[config.mk]
export PLATFORM = sky130hd
export DESIGN_NAME = serial_adder_ctrl
export DESIGN_NICKNAME = d
export VERILOG_FILES = /design/src/rtl/serial_adder_ctrl.sv
export SDC_FILE = /design/constraint.sdc
export NUM_CORES = 1
export LEC_CHECK = 0
export ABC_AREA = 1
export CORE_MARGIN = 4
export CORE_UTILIZATION = 49
export DETAILED_ROUTE_END_ITERATION = 16
export PLACE_DENSITY = 0.78
export SLEW_MARGIN = 20
export SYNTH_ARGS = -nofsm -noshare
export SYNTH_HDL_FRONTEND = slang
export SYNTH_SLANG_ARGS = --single-unit
[constraint.sdc]
create_clock -name clk -period 1.5 [get_ports clk]
set_input_delay 0.3 -clock clk [delete_from_list [all_inputs] [get_ports clk]]
set_output_delay 0.3 -clock clk [all_outputs]
set_load 0.03 [all_outputs]
[src/rtl/serial_adder_ctrl.sv]
// serial_adder_ctrl
//   Bit-serial WIDTH-bit adder: one full-adder cell plus a carry flip-flop,
//   processing the operands LSB-first at one bit per clock.
//   Ports:
//     clk, reset              clock; synchronous active-high reset
//     startValid/startReady   operand handshake (inA, inB, carryIn sampled on accept)
//     sum, carryOut           result, qualified by doneValid
//     doneValid/doneReady     result handshake
//     busy                    high while shifting or holding a result
module serial_adder_ctrl #(
    parameter int unsigned WIDTH = 8
) (
    input  logic             clk,
    input  logic             reset,
    input  logic             startValid,
    output logic             startReady,
    input  logic [WIDTH-1:0] inA,
    input  logic [WIDTH-1:0] inB,
    input  logic             carryIn,
    output logic [WIDTH-1:0] sum,
    output logic             carryOut,
    output logic             doneValid,
    input  logic             doneReady,
    output logic             busy
);

    localparam int unsigned CNT_W = $clog2(WIDTH);

    typedef enum logic [1:0] {
        IDLE  = 2'd0,
        SHIFT = 2'd1,
        DONE  = 2'd2
    } state_t;

    state_t           state;
    state_t           stateNext;
    logic [WIDTH-1:0] regA;
    logic [WIDTH-1:0] regB;
    logic [WIDTH-1:0] sumReg;
    logic             carryReg;
    logic [CNT_W-1:0] cnt;
    logic             faSum;
    logic             faCarry;
    logic             accept;
    logic             lastBit;

    // The single full-adder cell shared across all bit positions.
    always_comb begin
        faSum   = regA[0] ^ regB[0] ^ carryReg;
        faCarry = (regA[0] & regB[0]) | (carryReg & (regA[0] ^ regB[0]));
    end

    assign accept  = startValid && (state == IDLE);
    assign lastBit = (cnt == CNT_W'(WIDTH - 1));
    assign sum     = sumReg;

    always_ff @(posedge clk) begin
        if (reset) begin
            state <= IDLE;
        end else begin
            state <= stateNext;
        end
    end

    always_ff @(posedge clk) begin
        if (reset) begin
            regA     <= '0;
            regB     <= '0;
            sumReg   <= '0;
            carryReg <= 1'b0;
            cnt      <= '0;
        end else begin
            case (state)
                IDLE: begin
                    if (accept) begin
                        regA     <= inA;
                        regB     <= inB;
                        carryReg <= carryIn;
                        cnt      <= '0;
                    end
                end
                SHIFT: begin
                    // New sum bit enters at the MSB; after WIDTH shifts bit 0 sits at sum[0].
                    sumReg   <= {faSum, sumReg[WIDTH-1:1]};
                    carryReg <= faCarry;
                    regA     <= {1'b0, regA[WIDTH-1:1]};
                    regB     <= {1'b0, regB[WIDTH-1:1]};
                    cnt      <= cnt + CNT_W'(1);
                end
                default: begin
                end
            endcase
        end
    end

    always_comb begin
        stateNext  = state;
        startReady = 1'b0;
        busy       = 1'b0;
        doneValid  = 1'b0;
        carryOut   = 1'b0;
        case (state)
            IDLE: begin
                startReady = 1'b1;
                if (startValid) begin
                    stateNext = SHIFT;
                end
            end
            SHIFT: begin
                busy = 1'b1;
                if (lastBit) begin
                    stateNext = DONE;
                end
            end
            DONE: begin
                busy      = 1'b1;
                doneValid = 1'b1;
                carryOut  = carryReg;
                if (doneReady) begin
                    stateNext = IDLE;
                end
            end
            default: begin
                stateNext = IDLE;
            end
        endcase
    end

endmodule

* Word level (Yosys, flattened, before mapping)
Cells that the tools add are included.
** Word-level totals
- Input port bits :: 21
- Output and inout port bits :: 12
- Word-level logic and storage cells :: 41
- Register bits after elaboration :: 30
** Operators by class
- Equal/unequal tests :: 7
- Mux-type cells :: 16
- $add $sub $neg :: 1
- Reductions and logical operators :: 6
- Bitwise logic cells :: 5
** Operators by type and width (number)
- 8-bit case mux with 2 select lines :: 2
- 8-bit 2-to-1 mux :: 2
- 2-bit != test (second input constant) :: 4
- 2-bit 2-to-1 mux :: 3
- 2-bit case mux with 3 select lines :: 1
- 3-bit case mux with 2 select lines :: 1
- 1-bit 2-to-1 mux :: 5
- 3-bit by 1-bit adder with 3-bit output (second input constant) :: 1
- 3-bit == test (second input constant) :: 1
- 3-bit 2-to-1 mux :: 1
- 3-bit AND reduction :: 1
- 1-bit AND :: 2
- 2-bit by 1-bit == test with 1-bit output (second input constant) :: 1
- 2-bit == test (second input constant) :: 1
- 2-bit zero test :: 1
- 1-bit case mux with 2 select lines :: 1
- 2-bit AND reduction :: 1
- 2-bit nonzero test :: 1
- 2-bit OR reduction :: 1
- 1-bit bitwise XOR :: 2
- 1-bit logical AND :: 1
- 1-bit OR :: 1

* Depth between registers and ports, before layout
Gate-level depths: netlist of run 1.
- Depth after elaboration :: 4
- Gate-level depth with buffers :: 9
- Depth with buffers taken out :: 8

* Least setup slack after synthesis of run 1
No wires, ideal clock.
- Path kind :: register to register
- Start :: register state[1]
- End :: register regA[6]
- Path slack :: -0.061 ns
- Arrival time :: 1.445 ns
- Period minus slack after synthesis :: 1.561 ns
- Data required time :: 1.384 ns
- Stages on the path, launching flop included :: 9
- Library setup time :: 0.116 ns
- Path buffers :: 1
- Cell sequence :: dfxtp_1 > inv_1 > ha_1 > nand2_1 > nand2_4 > inv_6 > buf_12 > nor2_2 > nor2_1
** On the way
- Cells in the longest elaborated chain, start to end :: 4
- Elaborated cells on any way between the ends :: 7
- Those cells by class :: eq/ne (2); mux (1); reduce/logical (4)
** Ends and longest elaborated chain
- start, declared :: RTL line 35 : state_t state;
- start signal, assigned :: RTL line 61 : state <= stateNext;
- 2-bit zero test :: RTL line 53, 73
- 1-bit logical AND :: RTL line 53 : assign accept = startValid && (state == IDLE);
- 2-bit != test (no source line)
- 2-bit AND reduction (no source line)
- end signal, assigned :: RTL line 76 : regA <= inA;
- end signal, assigned :: RTL line 86 : regA <= {1'b0, regA[WIDTH-1:1]};
- end, declared :: RTL line 37 : logic [WIDTH-1:0] regA;
Several ways; a longest one is shown, not always the timed one.
A chain may end at the register's enable or synchronous reset.

* Final worst setup path of run 1
- Start :: register state[1]
- End :: output busy
** On the way
- Cells in the longest elaborated chain, start to end :: 3
- Elaborated cells on any way between the ends :: 4
- Those cells by class :: eq/ne (2); mux (1); reduce/logical (1)
** Ends and longest elaborated chain
- 2-bit by 1-bit == test with 1-bit output or 2-bit == test (tied branches) :: RTL line 102 : case (state)
- 2-bit OR reduction (no source line) (*)
- 1-bit 2-to-1 mux (*) :: RTL line 102
- end, declared :: RTL line 24 : output logic busy
Mark *: on every way between the ends. The rest lies on a longest branch, timed or not.

==> impl_metrics.tcl, run 1 <==
set metrics [dict create \
    drt-vias-per-instance 4.93 \
    hold_start "cnt[1]$_SDFFE_PP0P_" \
    core_um2 2810 \
    htree_num_levels 2 \
    port_buffers 32 \
    worstSetupEndpointType "primary output" \
    synth_ff_type "dfxtp_1" \
    final_layout_size_suffix_gt1_share_pct 20.0 \
    rows 19 \
    cp_slowest_cell "dfxtp_2" \
    cts.sinks 30 \
    netlist_top_cells_count "49 x nand2_1, 42 x nor2_1, 30 x dfxtp_1, 24 x o21ai_0" \
    use_met2_pct 27.6 \
    num_antenna_cells 0 \
    clockBufferDepth 2 \
    grt_antenna_before_repair 0 \
    vias 1337 \
    synthTopCellsByArea "dfxtp_1 41%, nand2_1 12%, nor2_1 11%" \
    drt-total-wl_mm 3.04 \
    drtIter0Drc 80 \
    syn_area_um2 1470 \
    synth-edff-count 0 \
    gr-usage-met3_pct 4.50 \
    reg2regPathDepth 8 \
    ys_types 20 \
    io_pins 33 \
    final_util_pct 67.4 \
    dieHeight_um 62.8 \
    grt_pass1_wl_mm 5.47 \
    syn_nets 231 \
    slew_headroom_pct 57.4 \
    clk_latency_ns 0.33 \
    grt_usage_pct 17.3 \
    critPathArrivalTime_ns 1.18 \
    routabilityCongestion 0.750 \
    async_reset_ff_share_pct 0 \
    min_path_type "reg2reg" \
    wire_per_inst_um 11.2 \
    nNetsFinal 267 \
    crit_type "reg2out" \
    n_fill_cell 265 \
    cts_buffers 5 \
    path_buf_inv 2 \
    slew_violations 0 \
    yosysMostFrequentCell "nand2_1" \
    cp_top_family "flip-flops" \
    whs_path_depth 2 \
    gr-total-overflow 0 \
    die_w_um 62.8 \
    area_growth_pct 28.3 \
    setup_viol 0 \
    synth_seq_cells 30 \
    grt_setup_unrepaired "true" \
    status "complete, no violations" \
    cts-root-buf "clkbuf_4" \
    grt_pass1_vias 1275 \
    antenna_left 0 \
    crit_fanout 4 \
    dp_hpwl_mm 2.11 \
    setup_tns_ns 0 \
    cpPeakStageDelay_ns 0.35 \
    postSynthCellCount 203 \
    syn_area_per_cell_um2 7.26 \
    hold_end "cnt[1]$_SDFFE_PP0P_" \
    vdd_drop_max_mv 1.04 \
    r2r-end "regA[3]$_SDFFE_PP0P_" \
    cp_cell_sequence "inv_2, ha_2, buf_6" \
    dieArea_um2 3950 \
    finalCritPeriodShare_pct 98.9 \
    grt_use_met1_pct 21.1 \
    synth_top_cell_area_share_pct 40.7 \
    clk_pin_slew_worst_paths_ns 0.09 \
    min_period_ns 1.48 \
    start_kind "flop" \
    reg2reg_slack_ns 0.10 \
    power_density_nw_per_um2 2120 \
    busiest_layer "met2" \
    postCtsSetupBuffers 0 \
    worstPathRequired_ns 1.20 \
    max_freq_mhz 674 \
    finClkSkew_ns 0.00935 \
    drc 0 \
    yosysSeqAreaShare_pct 40.7 \
    maxCapViolCount 0 \
    grt_max_degree 27 \
    ys_warn_count 0 \
    cts_tree "done" \
    p_leak_nw 0.915 \
    tightest_slew_ns 0.638 \
    start_util_pct 52.5 \
    r2r_start "state[1]$_SDFFE_PP0P_" \
    final_hold_viol_count 0 \
    synth_area_leader_cell "dfxtp_1" \
    dr.pass1.iters 4 \
]
## timing repair
item / 4_1_cts / 5_1_grt
endpoints found under the setup margin: 12 / 15
pin swaps: 0 / 0
hold buffers: 0 / 0
gates resized for setup: 14 / 6
## layer usage
| layer | vias up | routed length [um] |
|---|---|---|
| met5 | - | 0 |
| met4 | 0 | 37 |
| met3 | 4 | 155 |
| met2 | 29 | 1430 |
| met1 | 604 | 1420 |
| li1 | 700 | - |
## placed cells by master, fill, tap and decap left out, drive strengths merged, types with 6 or more instances in the layout
cell type / synthesis / layout
buf: 8 / 10
clkbuf: 1 / 7
clkdlybuf4s50: 0 / 20
dfxtp: 30 / 30
dlygate4sd2: 0 / 8
ha: 6 / 6
inv: 11 / 11
nand2: 60 / 60
nor2: 52 / 52
o21ai: 24 / 24
## worst reg2reg max path: stages, from the launching register on
cell	delay (ns)
dfxtp_2	0.34
inv_2	0.08
ha_2	0.23
inv_1	0.07
nand2_2	0.09
nand2_4	0.11
buf_12	0.16
o21ai_0	0.15
nor2_1	0.06
## how the worst max path moves through the flow
stage,start,to,slack (ns),cells past startpoint
floorplan,state[1]$_SDFFE_PP0P_,regA[6]$_SDFFE_PP0P_,0.08,8
global placement,reset,sum[5]$_SDFFE_PP0N_,-0.08,4
detailed placement,reset,regB[6]$_SDFFE_PP0P_,-0.12,4
CTS,state[1]$_SDFFE_PP0P_,busy,-0.008,3
global route,state[0]$_SDFFE_PP0P_,carryOut,-0.06,5
finish,state[1]$_SDFFE_PP0P_,busy,0.02,3
## area by class of cell
class                      count  area (um2)  area share [%]
inverter                      11        48.8            2.58
tap                           31        38.8            2.05
clock buffer                   7        55.1            2.91
sequential                    30         603            31.9
clock inverter                 1        5.00           0.265
timing repair buffer          38         382            20.2
multi-input combinational    153         758            40.1
## sequential cells by signal, summed over array words and instances (netlist names)
name and count:
carryReg 1, cnt 3, regA 8, regB 8, state 2, sum 8
## metrics by stage
stage          setup WS, ns  cell area, um2  cells  hold slack [ns]  total power, mW
2_1_floorplan        0.0832            1480    203            0.369             2.93
3_3_place_gp        -0.0755            1820    263            0.452             3.49
3_5_place_dp         -0.117            1820    263            0.459             3.52
4_1_cts            -0.00822            1880    271            0.471             4.01
5_1_grt             -0.0581            1890    271            0.505             4.38
6_report             0.0172            1890    271            0.470             4.01
## cells by family (layout without fill, tap and decap cells)
group,count (synthesis),in the layout,share of synthesized area [%]
and+or+nand+nor,117,117,34.8
adders and majority gates,7,7,6.45
AOI/OAI and AO/OA,29,29,9.85
DFF,30,30,40.7
buffers and inverters,20,57,8.15
## report_power, final
| part | switching, mW | internal, mW |
|---|---|---|
| combinational | 1.38 | 0.841 |
| sequential | 0.179 | 1.11 |
| clock | 0.272 | 0.227 |
| total | 1.83 | 2.18 |
Power figures use the tool's default switching activity.
==> run 2, diff against run 1 <==
Settings changed: CORE_UTILIZATION 49 to 53, CTS_CLUSTER_DIAMETER set to 30, PLACE_DENSITY 0.78 to 0.83.
Clock period 1.5 ns to 1.8 ns, I/O delays scaled along.
==> run 2 against run 1 <==
Combinational power fell by 21%. Largest cell class unchanged. Register-to-register slack better by 0.12 ns. Setup slack improved by 0.044 ns. Cell area fell by 0.99%. Critical path depth is the same. Via count increased by 3.3%.
==> impl_metrics.tcl, run 2 (synthesis gave the netlist of run 1 again) <==
set metrics [dict create \
    maxCapViolCount 0 \
    pwr-share-clk_pct 16.1 \
    clockBufferDepth 2 \
    grt_pass1_vias 1338 \
    final_cell_mix "49 x nand2_1, 42 x nor2_1, 29 x dfxtp_1" \
    finClkSkew_ns 0.00414 \
    start_util_pct 57.4 \
    place_ws_ns 0.0316 \
    max_freq_mhz 575 \
    placed_cells 260 \
    vdd_drop_max_mv 1.36 \
    cts_resized 8 \
    power_density_nw_per_um2 1800 \
    num_antenna_cells 0 \
    grt_pass1_wl_mm 5.49 \
    drt-total-wl_mm 3.27 \
    dp_hpwl_mm 2.33 \
    grt_antenna_before_repair 0 \
    worst_slack_ns 0.0612 \
    clk_latency_ns 0.32 \
    cts_buffers 5 \
    multiInputGateArea_um2 756 \
    antenna_left 0 \
    nNetsFinal 265 \
    rows 18 \
    hold_buffers 0 \
    postCtsSetupBuffers 0 \
    final_hold_viol_count 0 \
    combPwrFrac_pct 51.8 \
    vias 1381 \
    intPower_mw 1.86 \
    htree_num_levels 2 \
    r2r-end "cnt[2]$_SDFFE_PP0P_" \
    slew_headroom_pct 56.9 \
    routabilityCongestion 0.774 \
    status "complete, no violations" \
    min_period_ns 1.74 \
    dieHeight_um 60.7 \
    seqCellArea_um2 602 \
    slew_violations 0 \
    cts.sinks 30 \
    p_leak_nw 0.871 \
    crit_type "reg2out" \
    clk_pin_slew_worst_paths_ns 0.09 \
    port_buffers 32 \
    dr.pass1.iters 5 \
    drtIter0Drc 49 \
    dieArea_um2 3690 \
    worstSetupEndpointType "primary output" \
    die_w_um 60.7 \
    start_kind "flop" \
    core_um2 2570 \
    critPathCapture "doneValid" \
    reg2regPathDepth 8 \
    worstPathRequired_ns 1.44 \
    cts_tree "done" \
    pwr-share-seq_pct 32.1 \
    io_pins 33 \
    power.switching_mw 1.52 \
    grt_usage_pct 19.9 \
    layout.cells.non_filler 267 \
    crit_start "state[0]$_SDFFE_PP0P_" \
    cts-root-buf "clkbuf_4" \
    r2r_start "state[0]$_SDFFE_PP0P_" \
    critPathArrivalTime_ns 1.38 \
    area_growth_pct 27.0 \
    finalCritPeriodShare_pct 96.6 \
    fin_hold_ws_ns 0.467 \
    drc 0 \
    tightest_slew_ns 0.646 \
    final_common_cell "nand2_1" \
    min_path_type "reg2reg" \
    final_layout_size_suffix_gt1_share_pct 16.9 \
    wire_per_inst_um 12.2 \
    power.share.switching_pct 45.0 \
    gr-total-overflow 0 \
    drt-vias-per-instance 5.17 \
    setup_viol 0 \
    n_fill_cell 219 \
    crit_fanout 3 \
    grt_max_degree 27 \
    reg2reg_slack_ns 0.22 \
]
-- run 2: changes by cell type in the layout (fill, tap and decap cells not counted), sizes merged --
| cell | before | now |
|---|---|---|
| clkinv | 1 | 0 |
| bufinv | 0 | 1 |
| clkdlybuf4s15 | 0 | 1 |
| buf | 10 | 4 |
| clkbuf | 7 | 6 |
| clkdlybuf4s18 | 0 | 1 |
| dlygate4sd2 | 8 | 2 |
| clkdlybuf4s50 | 20 | 28 |
-- run 2: worst max-delay path, stage by stage, from the launching register on --
cell	delay [ns]
dfxtp_2	0.34
inv_1	0.11
ha_2	0.21
dlygate4sd2_1	0.40
-- run 2: area by class of cell --
type / count / area share (%)
clock buffers: 6 / 2.74
clock inverters: 1 / 1.60
inverters: 11 / 2.47
multi-input cells: 153 / 40.4
flip-flops and latches: 30 / 32.2
well taps: 30 / 2.01
repair buffers: 36 / 18.6
-- run 2: power groups by stage --
stage,clock network (mW),logic [mW],registers (mW)
finish,0.543,1.75,1.08
global route,0.583,1.94,1.11
CTS,0.548,1.76,1.08
detailed placement,0,1.78,1.09
global placement,0,1.70,1.07
floorplan,0,1.24,1.18
-- run 2: worst min path at each step --
stage                                   start             endpoint  slack [ns]  cells after the start
after floorplan                         reset  cnt[1]$_SDFFE_PP0P_        0.43                      1
after global placement    cnt[1]$_SDFFE_PP0P_  cnt[1]$_SDFFE_PP0P_        0.45                      2
after detailed placement  cnt[1]$_SDFFE_PP0P_  cnt[1]$_SDFFE_PP0P_        0.45                      2
after CTS                 cnt[1]$_SDFFE_PP0P_  cnt[1]$_SDFFE_PP0P_        0.47                      2
after global routing      cnt[1]$_SDFFE_PP0P_  cnt[1]$_SDFFE_PP0P_        0.49                      2
final                     cnt[1]$_SDFFE_PP0P_  cnt[1]$_SDFFE_PP0P_        0.47                      2
-- run 2: metrics by stage --
step                      instance area (um2)  setup TNS, ns  util, %  power [mW]
after floorplan                          1470              0        -        2.42
after global placement                   1790              0     69.6        2.77
after detailed placement                 1790              0     69.6        2.87
after CTS                                1870              0     72.8        3.38
after global routing                     1870      -0.000242     72.9        3.64
final                                    1870              0     72.9        3.38
-- run 2: per-layer routing --
layer / wire length (um) / GRT usage (%) / share of wire (%)
met5: 0 / 0 / 0
met4: 34 / 7.43 / 1.0
met3: 180 / 4.47 / 5.5
met2: 1750 / 38.0 / 53
met1: 1310 / 20.9 / 40
==> RTL change, RTL diff (flow settings as in run 1) <==
Re-encode `state_t` (3 states) as one-hot, 3 bits wide.
--- a/src/rtl/serial_adder_ctrl.sv
+++ b/src/rtl/serial_adder_ctrl.sv
@@ -28,6 +28,6 @@
 
-    typedef enum logic [1:0] {
-        IDLE  = 2'd0,
-        SHIFT = 2'd1,
-        DONE  = 2'd2
+    typedef enum logic [2:0] {
+        IDLE  = 3'b001,
+        SHIFT = 3'b010,
+        DONE  = 3'b100
     } state_t;
Behaviour: no difference found for any inputs over 10 cycles, from zero or initial values and one cycle with reset high; not proved beyond that.
==> RTL change against run 1 <==
Worst setup slack improved by 3.5 ps; wire length is 15% higher; cell area increased by 6.0%; synthesized cell count up 9.9%; sequential share of layout area down 0.50 points; cell count up 8.9%; area after synthesis is 2.9% higher; sequential cell count is 1 higher; count of clock-buffer cells in the layout did not move; highest routed layer unchanged.
Power is not compared: it rests on default switching activity, and its combinational part moved more than twofold at a synthesized area within 25%.
==> RTL change: results (changes against run 1) <==
PLACED DESIGN
-----------------------------------------------------------------------------------------
Global placement routability congestion                                             0.788   +5.2%
Total placed instance area                                                   0.00190 sq mm   +4.2%
Post-detailed-placement half-perimeter wirelength                                 2.32 mm   +10%

LOGIC SYNTHESIS
-----------------------------------------------------------------------------------------
Sequential cell area fraction in the yosys report                                   40.9%   +0.18 points
Proportion of register bits with asynchronous set or reset after synthesis             0%   unchanged
Synth cell types                                                                       21   +5.0%
Post-synth top cells                                                         sky130_fd_sc_hd__nand2_1 (69), sky130_fd_sc_hd__nor2_1 (39), sky130_fd_sc_hd__dfxtp_1 (31), sky130_fd_sc_hd__nand3_1 (24), sky130_fd_sc_hd__nand3b_1 (14)
Most area-consuming cells after synthesis                                    sky130_fd_sc_hd__dfxtp_1 (41%), sky130_fd_sc_hd__nand2_1 (17%), sky130_fd_sc_hd__nor2_1 (9.7%)
Number of enable-type register cells in the synthesized netlist                         0   unchanged
Synth Net Count                                                                       247   +6.9%
Adder-Cell Fraction of Synth Area                                                   2.97%   -3.5 points
Compound-cell area share of the yosys netlist                                       5.45%   -4.4 points
Cells after Synth                                                                     223   +9.9%

CELLS AND AREA
-----------------------------------------------------------------------------------------
Number of nets in the finished design                                                 287   +7.5%
Share of post-route cells with drive strength above 1                               14.0%   -6.0 points
Fill cell total of the finished layout                                                266   +0.38%

DRT
-----------------------------------------------------------------------------------------
Final wirelength                                                                  3.50 mm   +15%
Total vias in the final route                                                       1,493   +12%
Iteration-0 DRC count of the detailed router                                           81   +1.3%
Wirelength per Cell                                                               11.9 um   +5.8%

CTS
-----------------------------------------------------------------------------------------
Total number of H-tree levels                                                           2   unchanged
Clk Latency, worst-skew pair                                                       330 ps   about the same
Root buffer selected by CTS                                                  sky130_fd_sc_hd__clkbuf_4
TritonCTS buffer count                                                                  5   unchanged

GLOBAL ROUTE
-----------------------------------------------------------------------------------------
Total track usage                                                                   18.1%   +0.81 points
Via count of the first global-routing pass                                          1,328   +4.2%
First-pass GRT wire length                                                        5.80 mm   +6.1%
Pin count of the biggest net entering global routing                                   19   -30%

SETUP PATH
-----------------------------------------------------------------------------------------
Depth of the most critical reg-to-reg path                                              8   unchanged
Cell type of the slowest stage on the worst timing path                      sky130_fd_sc_hd__dfxtp_4
Crit-path max FO                                                                        5   +1
Worst EP arrival                                                                  1180 ps   about the same
Max stage delay on crit path                                                       380 ps   +30 ps

HOLD PATH
-----------------------------------------------------------------------------------------
Cell depth of the worst hold path                                                       2   unchanged

STA
-----------------------------------------------------------------------------------------
Slew at the pin closest to its max-slew limit                                      308 ps   -330 ps
Clock tree skew after final layout                                                5.50 ps   -3.85 ps

POWER AND IR DROP
-----------------------------------------------------------------------------------------
Share of total power consumed by net switching                                      34.9%

RUN STATUS
-----------------------------------------------------------------------------------------
Status                                                                       finished, final reports clean

==> RTL change: power by group through the flow <==
stage | combinational, mW | clock [mW] | sequential [mW]
floorplan | 0.500 | 0 | 1.02
global placement | 0.688 | 0 | 1.03
detailed placement | 0.700 | 0 | 1.04
global route | 0.840 | 0.513 | 1.05
finish | 0.742 | 0.462 | 1.04
CTS | 0.720 | 0.475 | 1.03
==> RTL change: worst paths after layout <==
path	startpoint	end	slack, ps
min reg2reg	sum[0]$_SDFFE_PP0P_	sum[0]$_SDFFE_PP0P_	460
max	state[0]$_SDFFE_PP1P_	carryOut	20
max reg2reg	state[1]$_SDFFE_PP0P_	carryReg$_SDFFE_PP0P_	170
min	sum[0]$_SDFFE_PP0P_	sum[0]$_SDFFE_PP0P_	460
==> RTL change: area by class of cell <==
| class | count | area, sq um | share of cell area, % |
|---|---|---|---|
| multi-input cells | 169 | 825 | 41.1 |
| well taps | 31 | 38.8 | 1.94 |
| clock buffers | 7 | 45.0 | 2.25 |
| flip-flops and latches | 31 | 629 | 31.4 |
| clock inverters | 1 | 5.00 | 0.250 |
| inverters | 11 | 43.8 | 2.18 |
| repair buffers | 45 | 418 | 20.8 |
==> RTL change: through the flow <==
stage	setup WS (ps)	hold slack (ps)	TNS (ps)	utilization, %
finish	20.7	464	0	70.3
global route	-38.0	498	-68.3	70.3
CTS	0.489	466	0	68.8
detailed placement	32.0	455	0	66.5
global placement	61.1	447	0	66.5
floorplan	159	369	0	-
==> RTL change: cell families (layout without fill, tap and decap cells) <==
family / after synthesis / in the layout
fa+ha+maj: 3 / 3
compound gates: 16 / 16
flops: 31 / 31
simple gates: 150 / 150
buf+inv: 23 / 64
==> RTL change: metal layers <==
layer / global-route usage [%] / vias to the layer above / part of all wire (%)
met1: 23.0 / 649 / 45
li1: - / 785 / -
met4: 9.70 / 0 / 2.9
met3: 4.44 / 9 / 5.7
met2: 28.2 / 50 / 47
met5: 0 / - / 0
==> RTL change: what timing repair did <==
item / CTS / global route
gates cloned: 0 / 0
setup endpoints to repair: 11 / 3
buffers inserted: 2 / 0
resized for setup: 13 / 13
pin swaps: 2 / 4
==> RTL change: worst reg2reg max path, cell delays in order (launching register included) <==
cell                      delay, ps
sky130_fd_sc_hd__dfxtp_4        410
sky130_fd_sc_hd__inv_4           50
sky130_fd_sc_hd__nor2_4         130
sky130_fd_sc_hd__nand2_4         60
sky130_fd_sc_hd__buf_4          180
sky130_fd_sc_hd__buf_4          200
sky130_fd_sc_hd__nand3_1        100
sky130_fd_sc_hd__nand2_1         60
sky130_fd_sc_hd__nor2_1          90
